--- src/rtl/instr_serial_tx_pkg.sv ---
// Shared servo-link definitions: transmitter FSM encoding, word width and
// handshake timing defaults, common to the transmitter and the receiver.
package instr_serial_tx_pkg;

  localparam int SL_WORD_W       = 10;
  localparam int SL_SETUP_CYCLES = 4;
  localparam int SL_ACK_TIMEOUT  = 5_000_000;

  typedef enum logic [2:0] {
    ST_IDLE        = 3'd0,
    ST_SETUP       = 3'd1,
    ST_WAIT_ACK_HI = 3'd2,
    ST_WAIT_ACK_LO = 3'd3,
    ST_FINISH      = 3'd4
  } tx_state_e;

endpackage

--- src/rtl/instr_serial_tx_sync.sv ---
// Two-flop synchroniser for a single asynchronous input, reset to 0.
module sync_2ff (
  input  logic i_clk,
  input  logic i_rst_n,
  input  logic i_d,
  output logic o_q
);

  logic r_meta;
  logic r_sync;

  always_ff @(posedge i_clk or negedge i_rst_n) begin
    if (!i_rst_n) begin
      r_meta <= 1'b0;
      r_sync <= 1'b0;
    end else begin
      r_meta <= i_d;
      r_sync <= r_meta;
    end
  end

  assign o_q = r_sync;

endmodule

--- src/rtl/instr_serial_tx.sv ---
// Bit-serial instruction transmitter: MSB-first, four-phase data_ready /
// data_ack handshake per bit, with setup delay and acknowledge timeout.
module instr_serial_tx
  import instr_serial_tx_pkg::*;
#(
  parameter int WORD_W       = SL_WORD_W,
  parameter int SETUP_CYCLES = SL_SETUP_CYCLES,
  parameter int ACK_TIMEOUT  = SL_ACK_TIMEOUT
) (
  input  logic              clk,
  input  logic              reset,
  input  logic [WORD_W-1:0] word_in,
  input  logic              word_valid,
  output logic              word_ready,
  input  logic              data_ack,
  output logic              data_ready,
  output logic              data_bit,
  output logic              done,
  output logic              timeout_err,
  output logic [2:0]        tx_state
);

  localparam int BC_W = $clog2(WORD_W + 1);
  localparam int SC_W = $clog2(SETUP_CYCLES + 1);
  localparam int TO_W = $clog2(ACK_TIMEOUT + 1);
  localparam logic [BC_W-1:0] BC_LOAD = BC_W'(WORD_W);
  localparam logic [BC_W-1:0] BC_LAST = BC_W'(1);
  localparam logic [SC_W-1:0] SC_LAST = SC_W'(SETUP_CYCLES - 1);
  localparam logic [TO_W-1:0] TO_LAST = TO_W'(ACK_TIMEOUT - 1);

  tx_state_e         r_state;
  logic [WORD_W-1:0] r_shift;
  logic [BC_W-1:0]   r_bit_cnt;
  logic [SC_W-1:0]   r_setup_cnt;
  logic [TO_W-1:0]   r_to_cnt;
  logic              r_data_ready;
  logic              r_done;
  logic              r_timeout_err;
  logic              w_ack_s;
  logic              w_to_hit;

  sync_2ff u_ack_sync (
    .i_clk   (clk),
    .i_rst_n (reset),
    .i_d     (data_ack),
    .o_q     (w_ack_s)
  );

  assign w_to_hit = (r_to_cnt == TO_LAST);

  always_ff @(posedge clk or negedge reset) begin
    if (!reset) begin
      r_state       <= ST_IDLE;
      r_shift       <= '0;
      r_bit_cnt     <= '0;
      r_setup_cnt   <= '0;
      r_to_cnt      <= '0;
      r_data_ready  <= 1'b0;
      r_done        <= 1'b0;
      r_timeout_err <= 1'b0;
    end else begin
      r_done        <= 1'b0;
      r_timeout_err <= 1'b0;
      case (r_state)
        ST_IDLE: begin
          if (word_valid) begin
            r_shift     <= word_in;
            r_bit_cnt   <= BC_LOAD;
            r_setup_cnt <= '0;
            r_to_cnt    <= '0;
            r_state     <= ST_SETUP;
          end
        end
        ST_SETUP: begin
          // A stuck ack restarts the setup window and runs the timeout instead.
          if (w_ack_s) begin
            r_setup_cnt <= '0;
            if (w_to_hit) begin
              r_timeout_err <= 1'b1;
              r_state       <= ST_IDLE;
            end else begin
              r_to_cnt <= r_to_cnt + 1'b1;
            end
          end else if (r_setup_cnt == SC_LAST) begin
            r_data_ready <= 1'b1;
            r_to_cnt     <= '0;
            r_state      <= ST_WAIT_ACK_HI;
          end else begin
            r_setup_cnt <= r_setup_cnt + 1'b1;
          end
        end
        ST_WAIT_ACK_HI: begin
          if (w_ack_s) begin
            r_data_ready <= 1'b0;
            r_to_cnt     <= '0;
            r_state      <= ST_WAIT_ACK_LO;
          end else if (w_to_hit) begin
            r_data_ready  <= 1'b0;
            r_timeout_err <= 1'b1;
            r_state       <= ST_IDLE;
          end else begin
            r_to_cnt <= r_to_cnt + 1'b1;
          end
        end
        ST_WAIT_ACK_LO: begin
          if (!w_ack_s) begin
            r_bit_cnt   <= r_bit_cnt - 1'b1;
            r_setup_cnt <= '0;
            r_to_cnt    <= '0;
            // The final shift is skipped so data_bit only moves on SETUP entry.
            if (r_bit_cnt == BC_LAST) begin
              r_done  <= 1'b1;
              r_state <= ST_FINISH;
            end else begin
              r_shift <= {r_shift[WORD_W-2:0], 1'b0};
              r_state <= ST_SETUP;
            end
          end else if (w_to_hit) begin
            r_timeout_err <= 1'b1;
            r_state       <= ST_IDLE;
          end else begin
            r_to_cnt <= r_to_cnt + 1'b1;
          end
        end
        ST_FINISH: r_state <= ST_IDLE;
        default:   r_state <= ST_IDLE;
      endcase
    end
  end

  assign word_ready  = (r_state == ST_IDLE);
  assign data_ready  = r_data_ready;
  assign data_bit    = r_shift[WORD_W-1];
  assign done        = r_done;
  assign timeout_err = r_timeout_err;
  assign tx_state    = r_state;

endmodule

--- config.mk ---
export PLATFORM = sky130hd
export DESIGN_NAME = instr_serial_tx
export DESIGN_NICKNAME = d
export VERILOG_FILES = /design/src/rtl/instr_serial_tx_pkg.sv /design/src/rtl/instr_serial_tx_sync.sv /design/src/rtl/instr_serial_tx.sv
export SDC_FILE = /design/constraint.sdc
export NUM_CORES = 1
export LEC_CHECK = 0
export BUFFER_PORTS_ARGS = -buffer_cell sky130_fd_sc_hd__buf_2
export CORE_UTILIZATION = 53
export CTS_CLUSTER_DIAMETER = 80
export DETAILED_ROUTE_END_ITERATION = 7
export GPL_TIMING_DRIVEN = 0
export HOLD_SLACK_MARGIN = 0.02
export PLACE_DENSITY = 0.82
export SLEW_MARGIN = 15
export SYNTH_ARGS = -nofsm -noshare
export SYNTH_HDL_FRONTEND = slang
export SYNTH_SLANG_ARGS = --single-unit
--- constraint.sdc ---
create_clock -name clk -period 1.8 [get_ports clk]
set_input_delay 0.36 -clock clk [delete_from_list [all_inputs] [get_ports clk]]
set_output_delay 0.36 -clock clk [all_outputs]
set_load 0.005 [all_outputs]
==> results of run 1 <==
## layout make-up
type                    count  area share [%]
clock buffers               5            2.19
well taps                  52            2.07
repair buffers             40            8.37
flip-flops and latches     48            38.3
multi-input cells         196            43.3
plain buffers              11            2.67
inverters                   7           0.917
clock inverters             3            2.19
## cells in the mapped netlist (2+ instances only)
| master | number |
|---|---|
| a21oi_1 | 23 |
| and2_1 | 6 |
| and3_1 | 3 |
| buf_2 | 3 |
| clkbuf_1 | 6 |
| dfrtp_1 | 48 |
| ha_1 | 5 |
| inv_1 | 7 |
| mux2i_1 | 8 |
| nand2_1 | 21 |
| nand3_1 | 12 |
| nand4_1 | 10 |
| nor2_1 | 25 |
| nor2b_1 | 3 |
| nor3_1 | 6 |
| nor3b_1 | 2 |
| nor4_1 | 4 |
| nor4b_1 | 3 |
| o211ai_1 | 4 |
| o21ai_0 | 17 |
| o31ai_1 | 4 |
| or3_1 | 8 |
| or4_1 | 5 |
| xor2_1 | 9 |
## metal layers
metal,routed length (µm),vias to the layer above
met5,0,-
met4,97,0
met3,386,13
met2,2990,102
met1,2730,1121
li1,-,1041
## state kept, by name, summed over array words and instances (netlist names), 3 cells and up
register	count
r_bit_cnt	4
r_setup_cnt	3
r_shift	10
r_to_cnt	23
tx_state	3
## power groups by stage
stage | registers [mW] | logic (mW) | clock network [mW]
after floorplan | 1.43 | 0.915 | 0
after detailed placement | 1.45 | 1.26 | 0
after CTS | 1.43 | 1.51 | 0.956
after global routing | 1.46 | 1.96 | 0.993
final | 1.44 | 1.82 | 0.946
after global placement | 1.44 | 1.22 | 0
## cell families after synthesis
logic type      after synthesis  share of synthesized area (%)
simple gates                115                           24.8
fa+ha+maj                     5                           2.53
mux                           8                           3.23
buf+inv                      19                           3.49
xor+xnor                     10                           3.54
flops                        48                           48.5
compound gates               58                           13.9
## worst paths after layout
check,to,slack (ns)
min in group clk,u_ack_sync.r_meta,0.16
hold reg to reg,u_ack_sync.o_q,0.35
setup / recovery,r_to_cnt[2],-0.18
hold / removal,r_to_cnt[18],0.05
max in group asynchronous,tx_state[1],1.31
setup reg to reg,r_to_cnt[2],-0.18
## timing repair
item                       in CTS  in global routing
pin swaps                      24                 18
gates cloned                    2                  1
gates resized for setup        23                 39
setup buffers                  11                  5
setup endpoints to repair      34                 39
## per-stage QoR
step                      std cells  utilization (%)
final                           362             71.1
after global routing            362             71.1
after CTS                       357             67.7
after detailed placement        336             60.9
after global placement          336             60.9
after floorplan                 263                -
==> impl_metrics.json, run 1 <==
{
  "drt-initial-drc-count": 182,
  "min_period_ns": 1.98,
  "relSlewSlack_pct": 59.2,
  "setup_viol": 21,
  "track_usage_pct": 25.1,
  "cpMostUsedCell": "buf_4",
  "clk_path_buf_depth": 2,
  "antenna_found_initial": 0,
  "nets": 328,
  "regArea_um2": 1200,
  "async_flop_share_pct": 100,
  "critPathKind": "flip-flop to flip-flop",
  "status": "complete, but fails checks",
  "met2_usage_pct": 41.8,
  "clk_latency_ns": 0.31,
  "rsz0062_at_grt": "yes",
  "ctsHoldBuffers": 0,
  "ys_seq_elements": 48,
  "max_cap_violations": 0,
  "grtUsageMet1_pct": 33.0,
  "syn_area_per_cell_um2": 9.41,
  "numCtsBuffers": 5,
  "rr_startpoint": "r_setup_cnt[0]",
  "cts_tree": "yes",
  "finalCritPeriodShare_pct": 110,
  "synth_top_area_share_pct": 48.5,
  "critical_path_required_ns": 2.00,
  "top_usage_layer": "met2",
  "path_buf_inv": 3,
  "grt_max_degree": 49,
  "arrival_ns": 2.18,
  "io_buffer_count": 21,
  "worstSetupPathDepth": 10,
  "leakage_nw": 1.39,
  "ioPinCount": 22,
  "diodes": 0,
  "drtAntennaViolNets": 0,
  "r2r_cells": 10,
  "die-area_um2": 4950,
  "core_um2": 4410,
  "cts.sinks": 48,
  "synth_edf_count": 0,
  "fmax_mhz": 505,
  "combPwrFrac_pct": 43.3,
  "crit_fanout": 5,
  "syn_nets": 282,
  "startpoint": "r_setup_cnt[0]",
  "die_y_um": 70.4,
  "use_met3_pct": 4.91,
  "p_total_mw": 4.20,
  "first_pass_iters": 6,
  "multiInputGateArea_um2": 1360,
  "start_util_pct": 56.1,
  "die-width_um": 70.4,
  "grt_overflow_total": 0,
  "worstSetupEndpointType": "flip-flop",
  "drt-vias-per-instance": 6.29,
  "vias": 2277,
  "clock_skew_ns": 0.0142,
  "synthCells": 263,
  "gp_congestion": 0.814,
  "drc": 0,
  "synth_area_um2": 2480,
  "cts_root_buf": "clkbuf_8",
  "area_delta_synth_final_pct": 26.8,
  "fillers": 311,
  "cpPeakStageDelay_ns": 0.40,
  "grt_pass1_vias": 2132,
  "yosysWarnings": 0,
  "design_area_um2": 3140,
  "synth_ff_type": "dfrtp_1",
  "synth.largest_area_cell": "dfrtp_1",
  "maxSlewViolCount": 0,
  "tightest_slew_ns": 0.612,
  "final_cell_mix": "dfrtp_1 (47), nor2_1 (23), buf_2 (22), nand2_1 (20), a21oi_1 (19)",
  "switchingPower_mw": 1.54,
  "peakVddDrop_v": 0.000716,
  "violations": "negative setup slack",
  "power_density_nw_per_um2": 1340,
  "cp_cell_sequence": "ha_2 > ha_4 > nor4b_4 > nor3_2 > buf_4 > buf_4 > buf_6 > o211ai_1 > xor2_1 > nor2_1",
  "final_hold_viol_count": 0,
  "ys_types": 45,
  "hold_class": "primary input to asynchronous set/reset pin",
  "critPathSlowestCell": "dfrtp_1",
  "grt_pass1_wl_um": 9780,
  "switching_share_pct": 36.6,
  "drive_above_1_share_pct": 29.7,
  "layout_commonest_cell": "dfrtp_1",
  "wl_um": 6210,
  "clkTransAtPathRegs_ns": 0.10,
  "post-place-ws_ns": -0.316,
  "wire_per_inst_um": 17.1,
  "tns_ns": -2.75,
  "synthTopCellsByArea": "dfrtp_1 (49%), a21oi_1 (4.6%), nor2_1 (3.8%)",
  "pwr-share-seq_pct": 34.2,
  "htreeDepth": 2,
  "crit_family": "buffers and inverters",
  "setup_ws_ns": -0.178,
  "p_int_mw": 2.66,
  "seq_area_frac_synth_pct": 48.5,
  "core.rowCount": 24,
  "crit_path_start_kind": "flip-flop",
  "hpwl_um": 3580,
  "dpl_cell_area_um2": 2690,
  "clkPwrFrac_pct": 22.5,
  "whs_ns": 0.0483
}
(Power assumes the default switching activity.)
==> run 2: changes to the inputs <==
SYNTH_HIERARCHICAL = 1   (was not set)
==> impl_metrics.json, run 2 <==
{
  "yosysWarnings": 6,
  "violations": "negative setup slack",
  "syn_nets": 278,
  "htreeDepth": 2,
  "worstSetupEndpointType": "flip-flop",
  "top_regs": "r_to_cnt: 23 flops, r_shift: 10 flops, r_bit_cnt: 4 flops",
  "switching_share_pct": 37.3,
  "ioPinCount": 22,
  "core_um2": 4410,
  "grt_pass1_wl_um": 9690,
  "ys_seq_elements": 48,
  "wl_um": 6220,
  "largest_register_ffs": 23,
  "cpPeakStageDelay_ns": 0.42,
  "first_pass_iters": 4,
  "hold_class": "primary input to asynchronous set/reset pin",
  "cts_root_buf": "clkbuf_8",
  "synth.largest_area_cell": "dfrtp_1",
  "max_cap_violations": 0,
  "synth_ff_type": "dfrtp_1",
  "async_flop_share_pct": 100,
  "crit_fanout": 4,
  "tns_ns": -1.32,
  "drtAntennaViolNets": 0,
  "leakage_nw": 1.41,
  "setup_ws_ns": -0.144,
  "final_hold_viol_count": 0,
  "seq_area_frac_synth_pct": 48.7,
  "numCtsBuffers": 5,
  "peakVddDrop_v": 0.000643,
  "combPwrFrac_pct": 45.7,
  "cp_cell_sequence": "ha_4 > ha_4 > nor4b_4 > nor3_4 > and2_4 > buf_6 > or4_4 > nand2_1",
  "min_period_ns": 1.94,
  "top_register": "r_to_cnt",
  "cpMostUsedCell": "ha_4",
  "io_buffer_count": 21,
  "die-area_um2": 4930,
  "setup_viol": 25,
  "critPathSlowestCell": "dfrtp_1",
  "path_buf_inv": 1,
  "synthCells": 259,
  "syn_area_per_cell_um2": 9.52,
  "cts_tree": "yes",
  "status": "complete, but fails checks",
  "die_y_um": 70.2,
  "crit_family": "simple AND/OR/NAND/NOR gates",
  "design_area_um2": 3230,
  "rsz0062_at_grt": "yes",
  "layout_commonest_cell": "dfrtp_1",
  "final_cell_mix": "dfrtp_1 (47), buf_2 (21), buf_4 (20), nor2_1 (20), a21oi_1 (20)",
  "fmax_mhz": 514,
  "die-width_um": 70.2,
  "grt_max_degree": 49,
  "wire_per_inst_um": 17.2,
  "arrival_ns": 2.19,
  "vias": 2166,
  "place_inst": 332,
  "relSlewSlack_pct": 59.9,
  "clock_skew_ns": 0.00477,
  "p_int_mw": 2.60,
  "grt_overflow_total": 0,
  "clk_path_buf_depth": 2,
  "synth_edf_count": 0,
  "hpwl_um": 3540,
  "clkPwrFrac_pct": 18.7,
  "nets": 327,
  "start_util_pct": 55.8,
  "synth_common_cells": "dfrtp_1 (48), nor2_1 (27), a21oi_1 (23)",
  "grt_pass1_vias": 2105,
  "cts.sinks": 48,
  "synthTopCellsByArea": "dfrtp_1 (49%), a21oi_1 (4.7%), nor2_1 (4.1%)",
  "core.rowCount": 24,
  "power_density_nw_per_um2": 1290,
  "clk_latency_ns": 0.30,
  "clkTransAtPathRegs_ns": 0.09,
  "gp_congestion": 0.833,
  "ys_types": 43,
  "synth_area_um2": 2460,
  "pwr-share-seq_pct": 35.6,
  "crit_path_start_kind": "flip-flop",
  "whs_ns": 0.0479,
  "final_cells": 361,
  "critPathKind": "flip-flop to flip-flop",
  "dpl_cell_area_um2": 2700,
  "drive_above_1_share_pct": 32.7,
  "antenna_found_initial": 0,
  "maxSlewViolCount": 0,
  "synth_top_area_share_pct": 48.7,
  "track_usage_pct": 25.0,
  "area_delta_synth_final_pct": 31.0,
  "drt-initial-drc-count": 121,
  "critical_path_required_ns": 2.05,
  "drt-vias-per-instance": 6.00,
  "fillers": 306,
  "post-synth-top-count-cell": "dfrtp_1",
  "tightest_slew_ns": 0.601,
  "switchingPower_mw": 1.55,
  "finalCritPeriodShare_pct": 108,
  "diodes": 0,
  "drc": 0
}
run 2: what timing repair did:
action                                  in CTS  in global routing
buffers inserted                            15                  5
gates cloned                                 1                  1
pin swaps                                   12                  7
hold buffers                                 0                  0
resized for setup                           30                 34
endpoints found under the setup margin      36                 38
run 2: metal layers:
layer	up-vias	global-route usage (%)	wire (µm)
li1	1022	-	-
met1	1057	31.4	2630
met2	73	42.1	3170
met3	14	4.47	285
met4	0	11.1	133
met5	-	0	0
run 2: worst register-to-register path: stages, from the launching register on:
cell and delay [ns]:
dfrtp_1 0.42, ha_4 0.18, ha_4 0.16, nor4b_4 0.30, nor3_4 0.08, and2_4 0.16
buf_6 0.12, or4_4 0.41, nand2_1 0.07
run 2: worst paths after layout:
kind	from	endpoint	slack, ns	cells past startpoint
min in group clk	data_ack	u_ack_sync/r_meta	0.16	1
min	reset	r_shift[1]	0.05	1
min reg2reg	u_ack_sync/r_meta	u_ack_sync/o_q	0.35	0
max reg2reg	r_setup_cnt[0]	r_to_cnt[4]	-0.14	8
max in group asynchronous	reset	tx_state[1]	1.32	1
max	r_setup_cnt[0]	r_to_cnt[4]	-0.14	8
run 2: through the flow:
step	total power [mW]	util (%)	setup slack [ns]
after floorplan	2.45	-	-0.144
after global placement	2.74	61.1	-0.310
after detailed placement	2.81	61.1	-0.315
after CTS	3.89	69.2	-0.124
after global routing	4.41	73.2	-0.195
final	4.15	73.2	-0.144
run 2: logic make-up after synthesis:
kind of cell    after synthesis  share of synthesized area [%]
compound gates               50                           11.3
fa+ha+maj                     5                           2.54
xor+xnor                     12                           4.26
buf+inv                      22                           4.21
simple gates                114                           25.7
mux                           8                           3.25
flops                        48                           48.7
run 2: power groups by stage:
stage               Clock (mW)  Combinational, mW  Sequential (mW)
floorplan                    0              0.996             1.45
global placement             0               1.28             1.47
detailed placement           0               1.33             1.48
CTS                      0.770               1.66             1.45
global route             0.833               2.07             1.51
finish                   0.777               1.90             1.48
run 2: area by class of cell:
type / instances / area (µm²) / area share (%)
clock buffer: 6 / 72.6 / 2.25
timing repair buffer: 43 / 282 / 8.72
multi-input combinational: 189 / 1410 / 43.7
sequential: 48 / 1200 / 37.2
inverter: 10 / 37.5 / 1.16
buffer: 11 / 123 / 3.80
tap: 52 / 65.1 / 2.01
clock inverter: 2 / 35.0 / 1.08
==> run 3: changes to the inputs <==
ABC_AREA = 1   (was not set)
CORE_UTILIZATION = 55   (was 53)
PLACE_DENSITY = 0.84   (was 0.82)
==> impl_metrics.json, run 3 <==
{
  "status": "finished clean",
  "clkTransAtPathRegs_ns": 0.10,
  "cp_cell_sequence": "ha_1 > ha_1 > inv_2 > nand2_1 > o21ai_2 > nor2_4 > buf_6 > nand4_1 > nand2_1 > nor2_1",
  "rrSetupSlack_ns": 0.09,
  "rr_startpoint": "r_setup_cnt[0]",
  "synth_area_um2": 3030,
  "synthCells": 423,
  "regArea_um2": 1200,
  "worstSetupPathDepth": 10,
  "crit_fanout": 10,
  "final_hold_viol_count": 0,
  "async_flop_share_pct": 100,
  "vias": 3009,
  "drive_above_1_share_pct": 15.4,
  "cts_tree": "yes",
  "synth.largest_area_cell": "dfrtp_1",
  "worstSetupEndpointType": "flip-flop",
  "ys_types": 29,
  "core_um2": 5200,
  "critPathSlowestCell": "dfrtp_1",
  "path_buf_inv": 2,
  "syn_area_per_cell_um2": 7.17,
  "die-area_um2": 5820,
  "ys_seq_elements": 48,
  "cts_root_buf": "clkbuf_8",
  "fillers": 454,
  "yosysWarnings": 6,
  "top_regs": "r_to_cnt: 23 flops, r_shift: 10 flops, r_bit_cnt: 4 flops",
  "post-place-ws_ns": -0.0550,
  "setup_ws_ns": 0.0913,
  "endpoint": "r_to_cnt[21]",
  "r2r_end": "r_to_cnt[21]",
  "largest_register_ffs": 23,
  "antenna_found_initial": 0,
  "relSlewSlack_pct": 57.5,
  "ioPinCount": 22,
  "synth_common_cells": "nand2_1 (101), nor2_1 (55), inv_1 (50)",
  "peakVddDrop_v": 0.000784,
  "min_period_ns": 1.71,
  "post-synth-top-count-cell": "nand2_1",
  "drtAntennaViolNets": 0,
  "synth_top_area_share_pct": 39.6,
  "first_pass_iters": 5,
  "clock_skew_ns": 0.00937,
  "crit_path_start_kind": "flip-flop",
  "nets": 475,
  "syn_nets": 442,
  "top_register": "r_to_cnt",
  "die-width_um": 76.3,
  "leakage_nw": 1.51,
  "wl_um": 8220,
  "place_inst": 514,
  "setup_viol": 0,
  "crit_family": "adder cells",
  "start_util_pct": 58.3,
  "critPathKind": "flip-flop to flip-flop",
  "core.rowCount": 26,
  "seq_area_frac_synth_pct": 39.6,
  "max_cap_violations": 0,
  "hold_class": "primary input to asynchronous set/reset pin",
  "die_y_um": 76.3,
  "final_cells": 526,
  "grt_pass1_wl_um": 13800,
  "final_cell_mix": "nand2_1 (101), nor2_1 (53), inv_1 (49), dfrtp_1 (47), nand3_1 (37)",
  "tightest_slew_ns": 0.638,
  "drt-vias-per-instance": 5.72,
  "finalCritPeriodShare_pct": 94.9,
  "cts.sinks": 48,
  "wire_per_inst_um": 15.6,
  "io_buffer_count": 21,
  "startpoint": "r_setup_cnt[0]",
  "synthTopCellsByArea": "dfrtp_1 (40%), nand2_1 (13%), nand4_1 (7.2%)",
  "critical_path_required_ns": 2.04,
  "maxSlewViolCount": 0,
  "r2r_cells": 10,
  "multiInputGateArea_um2": 1590,
  "arrival_ns": 1.95,
  "area_delta_synth_final_pct": 11.6,
  "fmax_mhz": 585,
  "hpwl_um": 5890,
  "grt_overflow_total": 0,
  "synth_ff_type": "dfrtp_1",
  "drc": 0,
  "cpPeakStageDelay_ns": 0.39,
  "numCtsBuffers": 5,
  "layout_commonest_cell": "nand2_1",
  "drt-initial-drc-count": 218,
  "power_density_nw_per_um2": 1050,
  "gp_congestion": 0.933,
  "diodes": 0,
  "htreeDepth": 2,
  "grt_max_degree": 49,
  "track_usage_pct": 29.8,
  "clk_latency_ns": 0.31,
  "clk_path_buf_depth": 2,
  "synth_edf_count": 0,
  "grt_pass1_vias": 3000
}
==> run 3: layout make-up <==
type,instances,share of cell area (%)
Buffer,10,1.88
Clock buffer,5,2.03
Clock inverter,2,0.370
Inverter,56,6.21
Multi-Input combinational cell,308,46.9
Sequential cell,48,35.5
Tap cell,70,2.59
Timing Repair Buffer,27,4.51
==> run 3: how the worst min path moves through the flow <==
stage / to / slack (ns) / cells after the start
after floorplan: data_ready / 0.06 / 0
after global placement: u_ack_sync/o_q / 0.33 / 0
after detailed placement: u_ack_sync/o_q / 0.35 / 0
after CTS: u_ack_sync/r_meta / 0.15 / 1
after global routing: r_to_cnt[10] / 0.11 / 1
final: r_to_cnt[10] / 0.05 / 1
==> run 3: kinds of logic (layout without fill, tap and decap cells) <==
group / Yosys count / count (layout) / share of synthesized area (%)
AND/OR/NAND/NOR: 246 / 246 / 37.6
buffers and inverters: 67 / 100 / 8.99
AO/OA/AOI/OAI: 49 / 49 / 9.45
flip-flops: 48 / 48 / 39.6
XOR/XNOR: 8 / 8 / 2.31
adder cells (fa/ha/maj): 5 / 5 / 2.06
==> run 3: metal layers <==
| metal | GRT usage (%) | vias to the layer above | wire length [µm] |
|---|---|---|---|
| met5 | 0 | - | 0 |
| met4 | 14.4 | 0 | 191 |
| met3 | 3.95 | 20 | 374 |
| met2 | 50.9 | 99 | 4090 |
| met1 | 37.1 | 1430 | 3560 |
| li1 | - | 1460 | - |
==> run 3: what timing repair did <==
action | 4_1_cts | 5_1_grt
resized for setup | 2 | 10
pin swaps | 0 | 3
setup endpoints to repair | 10 | 34
setup buffers | 0 | 6
hold buffers | 0 | 0
==> run 3: where the power goes <==
part	total [mW]	internal, mW	switching (mW)
Clock	0.661	0.264	0.397
Combinational	1.46	0.510	0.946
Sequential	1.43	1.29	0.134
==> run 3: stage by stage <==
step	utilization, %	power [mW]	hold WS [ns]	cell area [µm²]	setup TNS, ns
final	65.0	3.54	0.0503	3390	0
after global routing	65.0	3.77	0.109	3390	-0.0112
after CTS	63.5	3.39	0.153	3310	0
after detailed placement	62.0	2.75	0.346	3230	-0.246
after global placement	62.0	2.70	0.333	3230	-0.182
after floorplan	-	2.37	0.0644	3030	0
